### src/rtl/sram_arb_ctrl.sv
// sram_arb_ctrl: zero-fills a 256x16 single-port masked-write SRAM after reset, then
// arbitrates its RW port between one writer and two round-robin readers (writes win,
// except a read that has lost STARVE_MAX times in a row is forced ahead).
// Latency: write lands at the end of its grant cycle; read data returns one cycle after grant.
// Backpressure: *_ready equals the grant (combinational on *_valid), zero during INIT/reset.
// Ports: clock/reset; w_* write request; r0_*/r1_* read requests; rresp0_*/rresp1_*
// tagged read responses; init_done; sram_* macro RW port with sram_rdata return.
module sram_arb_ctrl #(
    parameter int ADDR_W     = 8,
    parameter int DATA_W     = 16,
    parameter int DEPTH      = 256,
    parameter int STARVE_MAX = 4
) (
    input  logic              clock,
    input  logic              reset,
    input  logic              w_valid,
    output logic              w_ready,
    input  logic [ADDR_W-1:0] w_addr,
    input  logic [DATA_W-1:0] w_data,
    input  logic [DATA_W-1:0] w_mask,
    input  logic              r0_valid,
    output logic              r0_ready,
    input  logic [ADDR_W-1:0] r0_addr,
    input  logic              r1_valid,
    output logic              r1_ready,
    input  logic [ADDR_W-1:0] r1_addr,
    output logic              rresp0_valid,
    output logic [DATA_W-1:0] rresp0_data,
    output logic              rresp1_valid,
    output logic [DATA_W-1:0] rresp1_data,
    output logic              init_done,
    output logic              sram_en,
    output logic              sram_wmode,
    output logic [ADDR_W-1:0] sram_addr,
    output logic [DATA_W-1:0] sram_wmask,
    output logic [DATA_W-1:0] sram_wdata,
    input  logic [DATA_W-1:0] sram_rdata
);
    localparam int SC_W = $clog2(STARVE_MAX + 1);

    typedef enum logic {ST_INIT, ST_RUN} state_e;

    state_e            state_q, state_d;
    logic [ADDR_W-1:0] init_cnt_q, init_cnt_d;
    logic [SC_W-1:0]   starve_cnt_q, starve_cnt_d;
    logic              rr_ptr_q, rr_ptr_d;      // 0: port 0 wins a tie
    logic              resp_vld_q, resp_vld_d;
    logic              resp_port_q, resp_port_d;
    logic              init_done_q, init_done_d;

    logic any_rd;
    logic force_rd;
    logic pick_r1;

    always_comb begin
        state_d      = state_q;
        init_cnt_d   = init_cnt_q;
        starve_cnt_d = starve_cnt_q;
        rr_ptr_d     = rr_ptr_q;
        resp_vld_d   = 1'b0;
        resp_port_d  = resp_port_q;
        init_done_d  = init_done_q;
        w_ready      = 1'b0;
        r0_ready     = 1'b0;
        r1_ready     = 1'b0;
        sram_en      = 1'b0;
        sram_wmode   = 1'b0;
        sram_addr    = '0;
        sram_wmask   = '0;
        sram_wdata   = '0;

        any_rd   = r0_valid | r1_valid;
        force_rd = any_rd && (starve_cnt_q == SC_W'(STARVE_MAX));
        // Tie goes to the port rr_ptr names; a lone request simply wins.
        pick_r1  = r1_valid && (!r0_valid || rr_ptr_q);

        // Reset is synchronous, so the port must be quieted combinationally too.
        if (!reset) begin
            case (state_q)
                ST_INIT: begin
                    sram_en    = 1'b1;
                    sram_wmode = 1'b1;
                    sram_addr  = init_cnt_q;
                    sram_wmask = '1;
                    sram_wdata = '0;
                    init_cnt_d = init_cnt_q + 1'b1;
                    if (init_cnt_q == ADDR_W'(DEPTH - 1)) begin
                        state_d     = ST_RUN;
                        init_done_d = 1'b1;
                    end
                end
                ST_RUN: begin
                    if (w_valid && !force_rd) begin
                        w_ready    = 1'b1;
                        sram_en    = 1'b1;
                        sram_wmode = 1'b1;
                        sram_addr  = w_addr;
                        sram_wmask = w_mask;
                        sram_wdata = w_data;
                        if (any_rd && (starve_cnt_q != SC_W'(STARVE_MAX)))
                            starve_cnt_d = starve_cnt_q + 1'b1;
                    end else if (any_rd) begin
                        r0_ready     = !pick_r1;
                        r1_ready     = pick_r1;
                        sram_en      = 1'b1;
                        sram_addr    = pick_r1 ? r1_addr : r0_addr;
                        starve_cnt_d = '0;
                        resp_vld_d   = 1'b1;
                        resp_port_d  = pick_r1;
                        if (r0_valid && r1_valid)
                            rr_ptr_d = !pick_r1;
                    end
                end
                default: state_d = ST_INIT;
            endcase
        end
    end

    always_ff @(posedge clock) begin
        if (reset) begin
            state_q      <= ST_INIT;
            init_cnt_q   <= '0;
            starve_cnt_q <= '0;
            rr_ptr_q     <= 1'b0;
            resp_vld_q   <= 1'b0;
            resp_port_q  <= 1'b0;
            init_done_q  <= 1'b0;
        end else begin
            state_q      <= state_d;
            init_cnt_q   <= init_cnt_d;
            starve_cnt_q <= starve_cnt_d;
            rr_ptr_q     <= rr_ptr_d;
            resp_vld_q   <= resp_vld_d;
            resp_port_q  <= resp_port_d;
            init_done_q  <= init_done_d;
        end
    end

    // A response registered just before reset rises is suppressed by the reset gate.
    assign rresp0_valid = resp_vld_q && !resp_port_q && !reset;
    assign rresp1_valid = resp_vld_q &&  resp_port_q && !reset;
    assign rresp0_data  = sram_rdata;
    assign rresp1_data  = sram_rdata;
    assign init_done    = init_done_q && !reset;

endmodule

### config.mk
export PLATFORM = sky130hd
export DESIGN_NAME = sram_arb_ctrl
export DESIGN_NICKNAME = d
export VERILOG_FILES = /design/src/rtl/sram_arb_ctrl.sv
export SDC_FILE = /design/constraint.sdc
export NUM_CORES = 1
export LEC_CHECK = 0
export CAP_MARGIN = 20
export CORE_ASPECT_RATIO = 0.7
export CORE_MARGIN = 5
export CORE_UTILIZATION = 28
export DETAILED_ROUTE_END_ITERATION = 10
export PLACE_DENSITY_LB_ADDON = 0.05
export SLEW_MARGIN = 20
export SYNTH_ARGS = -nofsm -noshare
export SYNTH_HDL_FRONTEND = slang
export SYNTH_SLANG_ARGS = --single-unit
### constraint.sdc
create_clock -name clock -period 1.4 [get_ports clock]
set_input_delay 0.14 -clock clock [delete_from_list [all_inputs] [get_ports clock]]
set_output_delay 0.14 -clock clock [all_outputs]
set_load 0.05 [all_outputs]
# [Word level (Yosys, flattened, before mapping)]
# Index checks and enable logic that the tools add are counted.
[op_classes] add_sub_neg=2 eq_ne=4 mux=33 bitwise=3 n_reduce_logical=22
[ops] op="$mux 16" n=4
[ops] op="$pmux 16 s2" n=2
[ops] op="$mux 8" n=4
[ops] op="$mux 1" n=17
[ops] op="$pmux 8 s2" n=1
[ops] op="$logic_and 1x1->1" n=10
[ops] op="$mux 3" n=3
[ops] op="$add 8x1->8 const B" n=1
[ops] op="$eq 8x8->1 const B" n=1
[ops] op="$reduce_and 3->1" n=2
[ops] op="$logic_not 1->1" n=5
[ops] op="$pmux 1 s2" n=2
[ops] op="$reduce_and 4->1" n=1
[ops] op="$add 3x1->3 const B" n=1
[ops] op="$eq 3x3->1 const B" n=1
[ops] op="$ne 3x3->1 const B" n=1
[ops] op="$reduce_or 3->1" n=1
[ops] op="$ne 2x1->1 const B" n=1
[ops] op="$not 1->1" n=2
[ops] op="$reduce_and 2->1" n=1
[ops] op="$reduce_bool 2->1" n=1
[ops] op="$logic_or 1x1->1" n=1
[ops] op="$or 1x1->1" n=1
[totals] regBits=16 input_bits=77 wordCells=71

# [Logic depth before layout (Yosys ltp)]
# Gate-level depths: netlist of the first run.
[depth] depth_word=8 ltp_mapped=7 depth_no_buf=5

# [Worst setup path before layout of the first run]
# OpenSTA, ideal clock, no wires.
[synth_timing] path_kind="flip-flop to output port" start="register starve_cnt_q[0]" end="output r0_ready" t_arrival_ns=2.587 required_time_ns=1.260 setup_slack_ns=-1.327 stages_incl_launch_ff=7 cell_sequence="dfxtp_1 -> inv_1 -> ha_1 -> o211ai_2 -> and2_1 -> buf_6 -> nor4b_1"
[synth_between] elab_chain_len=7
[synth_rtl] element="start, declared" line="45" text="logic [SC_W-1:0] starve_cnt_q, starve_cnt_d;"
[synth_rtl] element="start signal, assigned" line="131" text="starve_cnt_q <= starve_cnt_d;"
[synth_rtl] element="$eq 3x3->1" line="73" text="force_rd = any_rd && (starve_cnt_q == SC_W'(STARVE_MAX));"
[synth_rtl] element="$logic_and 1x1->1" line="73"
[synth_rtl] element="$logic_not 1->1" line="93" text="if (w_valid && !force_rd) begin"
[synth_rtl] element="$logic_and 1x1->1" line="93"
[synth_rtl] element="$mux 1" line="93"
[synth_rtl] element="$mux 1" line="79" text="case (state_q)"
[synth_rtl] element="$mux 1" line="78" text="if (!reset) begin"
[synth_rtl] element="end, declared" line="22" text="output logic r0_ready,"
# No other way between the ends.

# [Worst setup path after layout of the first run]
[layout_timing] start="register starve_cnt_q[0]" end="output sram_addr[3]"
[layout_between] elab_chain_len=7
[layout_rtl] element="$eq 3x3->1" line="73"
[layout_rtl] element="$logic_and 1x1->1" line="73"
[layout_rtl] element="$logic_not 1->1" line="93"
[layout_rtl] element="$logic_and 1x1->1" line="93"
[layout_rtl] element="$mux 8" line="93"
[layout_rtl] element="$pmux 8 s2" line="79"
[layout_rtl] element="$mux 8" line="78"
[layout_rtl] element="end, declared" line="34" text="output logic [ADDR_W-1:0] sram_addr,"
# No other way between the ends.

==> summary.txt, run 1 <==
Clock network
  – Sinks on Clock Net: 16
  – H-tree depth: 1
  – Root Driver: clkbuf_8
  – Worst-path clk slew: 70 ps
  – CTS buffer count: 3
  – Cts hold-fix bufs: 0
  – CTS tree: done
  – Max clock buf depth: 2
  – Worst-skew pair later-pin latency: 250 ps

Place
  – Placed cells: 401
  – Final GP Congestion: 0.778
  – Final HPWL DP: 5.83 mm
  – DP Area: 3620 um2
  – Port bufs: 108

Power and ir drop
  – Sequential Power Share: 29.2%
  – Comb power frac: 44.2%
  – Internal power: 1090 uW
  – Pwr/cell area: 417 nW/um2
  – Leak: 0.00147 uW
  – Max IR drop VDD: 0.388 mV
  – Switching Fraction: 32.8%
  – Clock power share: 26.6%
  – Switching power: 533 uW
  – Tot Pwr: 1630 uW

Floorplanning
  – Row count: 23
  – Initial Util: 29.5%
  – Height of the die: 75.6 um
  – Ports: 157
  – Core area: 5840 um2
  – Chip width: 104 um
  – Die area: 7850 um2

Global routing
  – First-pass GRT wire length: 11.1 mm
  – Antenna violations before repair: 0
  – GRT Util Overall: 17.3%
  – Largest net degree at the start of global routing: 20
  – Grt ovf: 0
  – Vias in the first global route: 2037

Critical path
  – CP Launch Type: flop
  – RR Startpoint: starve_cnt_q[0]$_SDFFE_PP0P_
  – Crit-path slowest cell: dfxtp_2
  – Reg2Reg Capture Point: rr_ptr_q$_SDFFE_PP0P_
  – Critical-path cell list: inv_2 > ha_4 > o211ai_4 > and2_4 > buf_12 > o31ai_4 > buf_6
  – Worst path required time: 1260 ps
  – Setup crit end kind: output pin
  – Register-to-Register Path Depth: 7
  – Slowest cell delay on critical path: 320 ps
  – Crit-path max FO: 7
  – R2R Setup Slk: -60 ps
  – Critical path class: flop to output pin
  – Worst EP arrival: 1640 ps

Synthesis
  – Ys Warns: 0
  – Post-synth top area share: 18.6%
  – Area leader, netlist: dfxtp_1
  – Synth top area cells: dfxtp_1 19%, buf_4 15%, a21oi_1 7.3%, and3_1 5.8%, o31ai_2 5.8%
  – Unique masters post-synth: 42
  – Post-synthesis cell area: 1720 um2
  – Sequential area share after synthesis: 18.6%
  – Syn Area/Cell: 7.59 um2
  – Top post-synthesis cells by count: 34 x buf_4, 25 x a21oi_1, 19 x nand3_1, 16 x and3_1, 16 x dfxtp_1
  – Commonest register cell after synthesis: dfxtp_1
  – Flops & latches, synth: 16
  – Cells after Synth: 227
  – Post-synth EDFFs: 0
  – Async SR Flop Fraction: 0%
  – Mapped Nets: 307
  – Count leader, synth: buf_4

Worst hold path
  – Min-Delay Path Class: primary input to output pin
  – Hold wc startpoint: sram_rdata[2]
  – Hold endpoint: rresp1_data[2]
  – Hold path cells: 0

Cells and area
  – Fin cells: 406
  – NumNets Final: 412
  – Share of cells above drive strength 1: 51.4%
  – Area growth syn-to-layout: 127%
  – Diode count: 0
  – Post-route design area: 3900 um2
  – Core Util, Final: 66.8%

Routing
  – First-pass iteration count of the detailed router: 4
  – Final WL: 7.31 mm
  – WL/cell: 18.0 um
  – Routed vias: 2060
  – Vias per cell: 5.07
  – Post-DRT Antenna Nets: 0
  – DR iter-0 viols: 38
  – Remaining DRCs: 0

STA
  – Setup ws final: -378 ps
  – Final-report setup violation count: 45
  – Final Critical Period: 1780 ps
  – Actual slew at the worst max-slew pin: 378 ps
  – Hold Vio Cnt, Final: 0
  – RSZ-0062 raised after global routing: true
  – Layout Skew: 0.551 ps
  – Rel. slew slack: 74.7%
  – Crit share post-route: 127%
  – Setup TNS: -15020 ps
  – Fmax: 563 MHz
  – Slew Viols, Final: 0

Run
  – Max-Cap Viols: 0

Outcome
  – Status: finished, violations left
  – Failing checks: setup timing
[logic make-up (layout without fill, tap and decap cells)]
logic type / Yosys count / in the layout / synth area share [%]
buf+inv: 59 / 163 / 21.6
mux: 2 / 2 / 1.23
xor+xnor: 4 / 4 / 2.03
fa+ha+maj: 3 / 3 / 2.18
simple gates: 82 / 82 / 28.1
flops: 16 / 16 / 18.6
compound gates: 61 / 61 / 26.3
[critical path: cells and delay by family, from the launching register on]
family	cells	cell delay (ps)
AO/OA/AOI/OAI	2	300
adder cells (fa/ha/maj)	1	150
AND/OR/NAND/NOR	1	200
buffers and inverters	3	410
flip-flops	1	320
[area by class of cell]
type / instances / area [um2]
inverter: 4 / 15.0
fill: 461 / 1940
multi-input combinational: 152 / 1490
sequential: 16 / 324
timing repair buffer: 155 / 1930
clock buffer: 4 / 55.1
tap: 75 / 93.8
[per-stage QoR]
step                setup slack [ps]  hold slack (ps)
floorplan                       -289              369
global placement                -403              281
detailed placement              -462              281
CTS                             -391              281
global route                    -465              280
finish                          -378              280
[flip-flops by register name (all words and copies together) (netlist names)]
| register | cells |
|---|---|
| init_cnt_q | 8 |
| starve_cnt_q | 3 |
| init_done_q | 1 |
| resp_port_q | 1 |
| resp_vld_q | 1 |
| rr_ptr_q | 1 |
| state_q | 1 |
[repair_timing]
action                                  in CTS  in global routing
endpoints found under the setup margin      46                 46
gates resized for setup                     41                  9
setup buffers                                1                  2
pin swaps                                   23                  7
[layer usage]
layer | track usage [%] | up-vias | share of wire (%)
li1 | - | 1023 | -
met1 | 22.8 | 965 | 43
met2 | 29.7 | 35 | 52
met3 | 3.90 | 37 | 3.9
met4 | 3.45 | 0 | 2.0
met5 | 0 | - | 0
[power groups by stage]
stage | sequential (uW) | combinational [uW] | clock, uW
3_3_place_gp | 483 | 682 | 0
3_5_place_dp | 484 | 688 | 0
6_report | 474 | 719 | 433
4_1_cts | 473 | 717 | 440
2_1_floorplan | 481 | 546 | 0
5_1_grt | 474 | 756 | 473
[cell usage in the layout, fill, tap and decap left out, types with 4 or more instances in the layout]
cell / synthesis / routed
dfxtp_1: 16 / 13
nor2_1: 10 / 8
and3_4: 0 / 14
a21oi_1: 25 / 7
buf_6: 2 / 14
nor2b_1: 4 / 4
a21oi_2: 0 / 7
nor3b_1: 10 / 9
buf_12: 0 / 45
a41oi_2: 0 / 7
a32oi_1: 8 / 6
clkbuf_8: 0 / 4
clkdlybuf4s50_1: 0 / 56
nand3_1: 19 / 17
nand2_1: 4 / 4
a21oi_4: 0 / 11
buf_4: 34 / 35
o31ai_4: 0 / 8
[worst max-delay path by stage]
stage                    end  slack (ps)  cells after the start                    startpoint
2_1_floorplan   sram_addr[0]        -290                      7  starve_cnt_q[1]$_SDFFE_PP0P_
3_3_place_gp    sram_addr[6]        -400                      7                      r0_valid
3_5_place_dp    sram_addr[6]        -460                      7                      r0_valid
4_1_cts             r0_ready        -390                      7  starve_cnt_q[0]$_SDFFE_PP0P_
5_1_grt        sram_wmask[0]        -470                      8  starve_cnt_q[1]$_SDFFE_PP0P_
6_report        sram_addr[3]        -380                      7  starve_cnt_q[0]$_SDFFE_PP0P_
No activity file was read; power rests on OpenSTA's default activity.
==> inputs of run 2 (changes only) <==
--- a/config.mk
+++ b/config.mk
@@ -5,7 +5,7 @@
 export SDC_FILE = /design/constraint.sdc
 export NUM_CORES = 1
 export LEC_CHECK = 0
-export CAP_MARGIN = 20
+export CAP_MARGIN = 25
 export CORE_ASPECT_RATIO = 0.7
 export CORE_MARGIN = 5
 export CORE_UTILIZATION = 28
==> results of run 2 <==
Final layout, timing and power as in run 1 (identical DEF).
==> inputs of run 3 (changes only) <==
--- a/config.mk
+++ b/config.mk
@@ -6,12 +6,11 @@
 export NUM_CORES = 1
 export LEC_CHECK = 0
 export CAP_MARGIN = 25
-export CORE_ASPECT_RATIO = 0.7
+export CORE_ASPECT_RATIO = 0.6
 export CORE_MARGIN = 5
 export CORE_UTILIZATION = 28
 export DETAILED_ROUTE_END_ITERATION = 10
 export PLACE_DENSITY_LB_ADDON = 0.05
-export SLEW_MARGIN = 20
 export SYNTH_ARGS = -nofsm -noshare
 export SYNTH_HDL_FRONTEND = slang
 export SYNTH_SLANG_ARGS = --single-unit
==> summary.txt, run 3 (synthesis gave the netlist of run 1 again) <==
STA
  – Actual slew at the worst max-slew pin: 431 ps
  – Rel. slew slack: 71.3%
  – Hold Vio Cnt, Final: 0
  – Layout Skew: 1.66 ps
  – Setup ws final: -400 ps
  – Final Critical Period: 1800 ps
  – Crit share post-route: 129%
  – Fmax: 555 MHz
  – Final-report setup violation count: 45
  – Slew Viols, Final: 0
  – RSZ-0062 raised after global routing: true

Outcome
  – Status: finished, violations left
  – Failing checks: setup timing

Clock network
  – Sinks on Clock Net: 16
  – Worst-skew pair later-pin latency: 250 ps
  – H-tree depth: 1
  – Root Driver: clkbuf_8
  – CTS tree: done
  – CTS buffer count: 3
  – Cts hold-fix bufs: 0
  – Max clock buf depth: 2
  – Worst-path clk slew: 60 ps

Critical path
  – Register-to-Register Path Depth: 7
  – Setup crit end kind: output pin
  – RR Startpoint: starve_cnt_q[0]$_SDFFE_PP0P_
  – Worst EP arrival: 1660 ps
  – Crit-path max FO: 5
  – Reg2Reg Capture Point: rr_ptr_q$_SDFFE_PP0P_
  – CP Launch Type: flop
  – Worst path required time: 1260 ps
  – R2R Setup Slk: -80 ps
  – Critical path class: flop to output pin

Routing
  – Post-DRT Antenna Nets: 0
  – DR iter-0 viols: 95
  – Vias per cell: 4.95
  – Routed vias: 2087
  – WL/cell: 16.7 um
  – Remaining DRCs: 0
  – Final WL: 7.04 mm
  – First-pass iteration count of the detailed router: 4

Power and ir drop
  – Pwr/cell area: 391 nW/um2
  – Leak: 0.00152 uW
  – Max IR drop VDD: 0.311 mV

Place
  – Final GP Congestion: 0.829
  – Final HPWL DP: 5.65 mm
  – Port bufs: 108
  – Placed cells: 412

Cells and area
  – Largest register FFs: 8
  – Most frequent cells in the layout: 56 x clkdlybuf4s50_1, 44 x buf_12, 40 x buf_4, 16 x and3_4, 16 x buf_6
  – NumNets Final: 420
  – Diode count: 0
  – Area growth syn-to-layout: 133%
  – Core Util, Final: 66.2%
  – Commonest non-fill, non-tap cell in the layout: clkdlybuf4s50_1
  – Share of cells above drive strength 1: 53.8%
  – Fin cells: 422
  – Biggest register: init_cnt_q
  – Biggest registers after layout: init_cnt_q x8, starve_cnt_q x3
  – Fill cells: 479

Floorplanning
  – Row count: 22
  – Die area: 7870 um2
  – Height of the die: 70.8 um
  – Chip width: 111 um
  – Ports: 157
  – Core area: 6060 um2
  – Initial Util: 28.5%

Global routing
  – Vias in the first global route: 2089
  – Grt ovf: 0
  – Antenna violations before repair: 0
  – GRT Util Overall: 16.9%
  – Largest net degree at the start of global routing: 22
  – First-pass GRT wire length: 11.0 mm

Worst hold path
  – Hold wc startpoint: reset
  – Hold endpoint: init_cnt_q[1]$_SDFFE_PP0N_
  – Min-Delay Path Class: primary input to flop
  – Hold path cells: 2

Run
  – Max-Cap Viols: 0
==> run 3: cell types whose count changed in the layout (fill, tap and decap cells not counted), moves of 4 or more <==
cell / before / now
nand3_2: 2 / 11
a41oi_1: 2 / 6
nand3_1: 17 / 8
a41oi_2: 7 / 3
buf_4: 35 / 40
==> run 3: layout make-up <==
type,instances,area [um2],area share [%]
Tap cell,84,105,2.62
Timing Repair Buffer,163,2010,50.1
Multi-Input combinational cell,152,1510,37.8
Inverter,4,15.0,0.375
Clock buffer,3,41.3,1.03
Sequential cell,16,325,8.11
==> run 3: what timing repair did <==
item,in CTS,in global routing
resized for setup,39,16
endpoints found under the setup margin,45,46
pin swaps,4,8
setup buffers,1,4
cloned,0,2
==> run 3: metal layers <==
metal	track usage, %	wire length [um]
met3	3.85	228
met5	0	0
met2	27.0	3390
met4	2.16	47
met1	23.9	3370
==> run 3: worst max path at each step <==
stage                                  from           end  slack, ps  cells past startpoint
3_5_place_dp                       r0_valid  sram_addr[7]       -440                      6
6_report       starve_cnt_q[0]$_SDFFE_PP0P_  sram_addr[0]       -400                      7
2_1_floorplan  starve_cnt_q[1]$_SDFFE_PP0P_  sram_addr[0]       -290                      7
3_3_place_gp                       r0_valid  sram_addr[7]       -440                      6
5_1_grt        starve_cnt_q[0]$_SDFFE_PP0P_  sram_addr[4]       -470                      7
4_1_cts        starve_cnt_q[0]$_SDFFE_PP0P_  sram_addr[3]       -410                      7
==> run 3: metrics by stage <==
step	setup TNS (ps)	instance area (um2)	hold WS [ps]	total power (uW)	worst slack, ps
after global routing	-18990	4010	137	1640	-472
after detailed placement	-16960	3660	280	1180	-439
after global placement	-15900	3660	280	1180	-438
final	-15220	4010	135	1570	-400
after floorplan	-7140	2060	369	1030	-289
after CTS	-15460	3870	133	1550	-405
==> run 3: critical path, cell delays in order (launching register included) <==
cell and delay, ps:
dfxtp_2 320, inv_2 70, ha_4 150, o211ai_4 80, and2_4 190, buf_6 160, o31ai_4 250, buf_6 190
==> run 3: report_power, final <==
part           leakage (uW)  switching (uW)  internal [uW]
sequential         0.000132            8.75            463
clock             0.0000216             153            191
combinational       0.00137             349            401
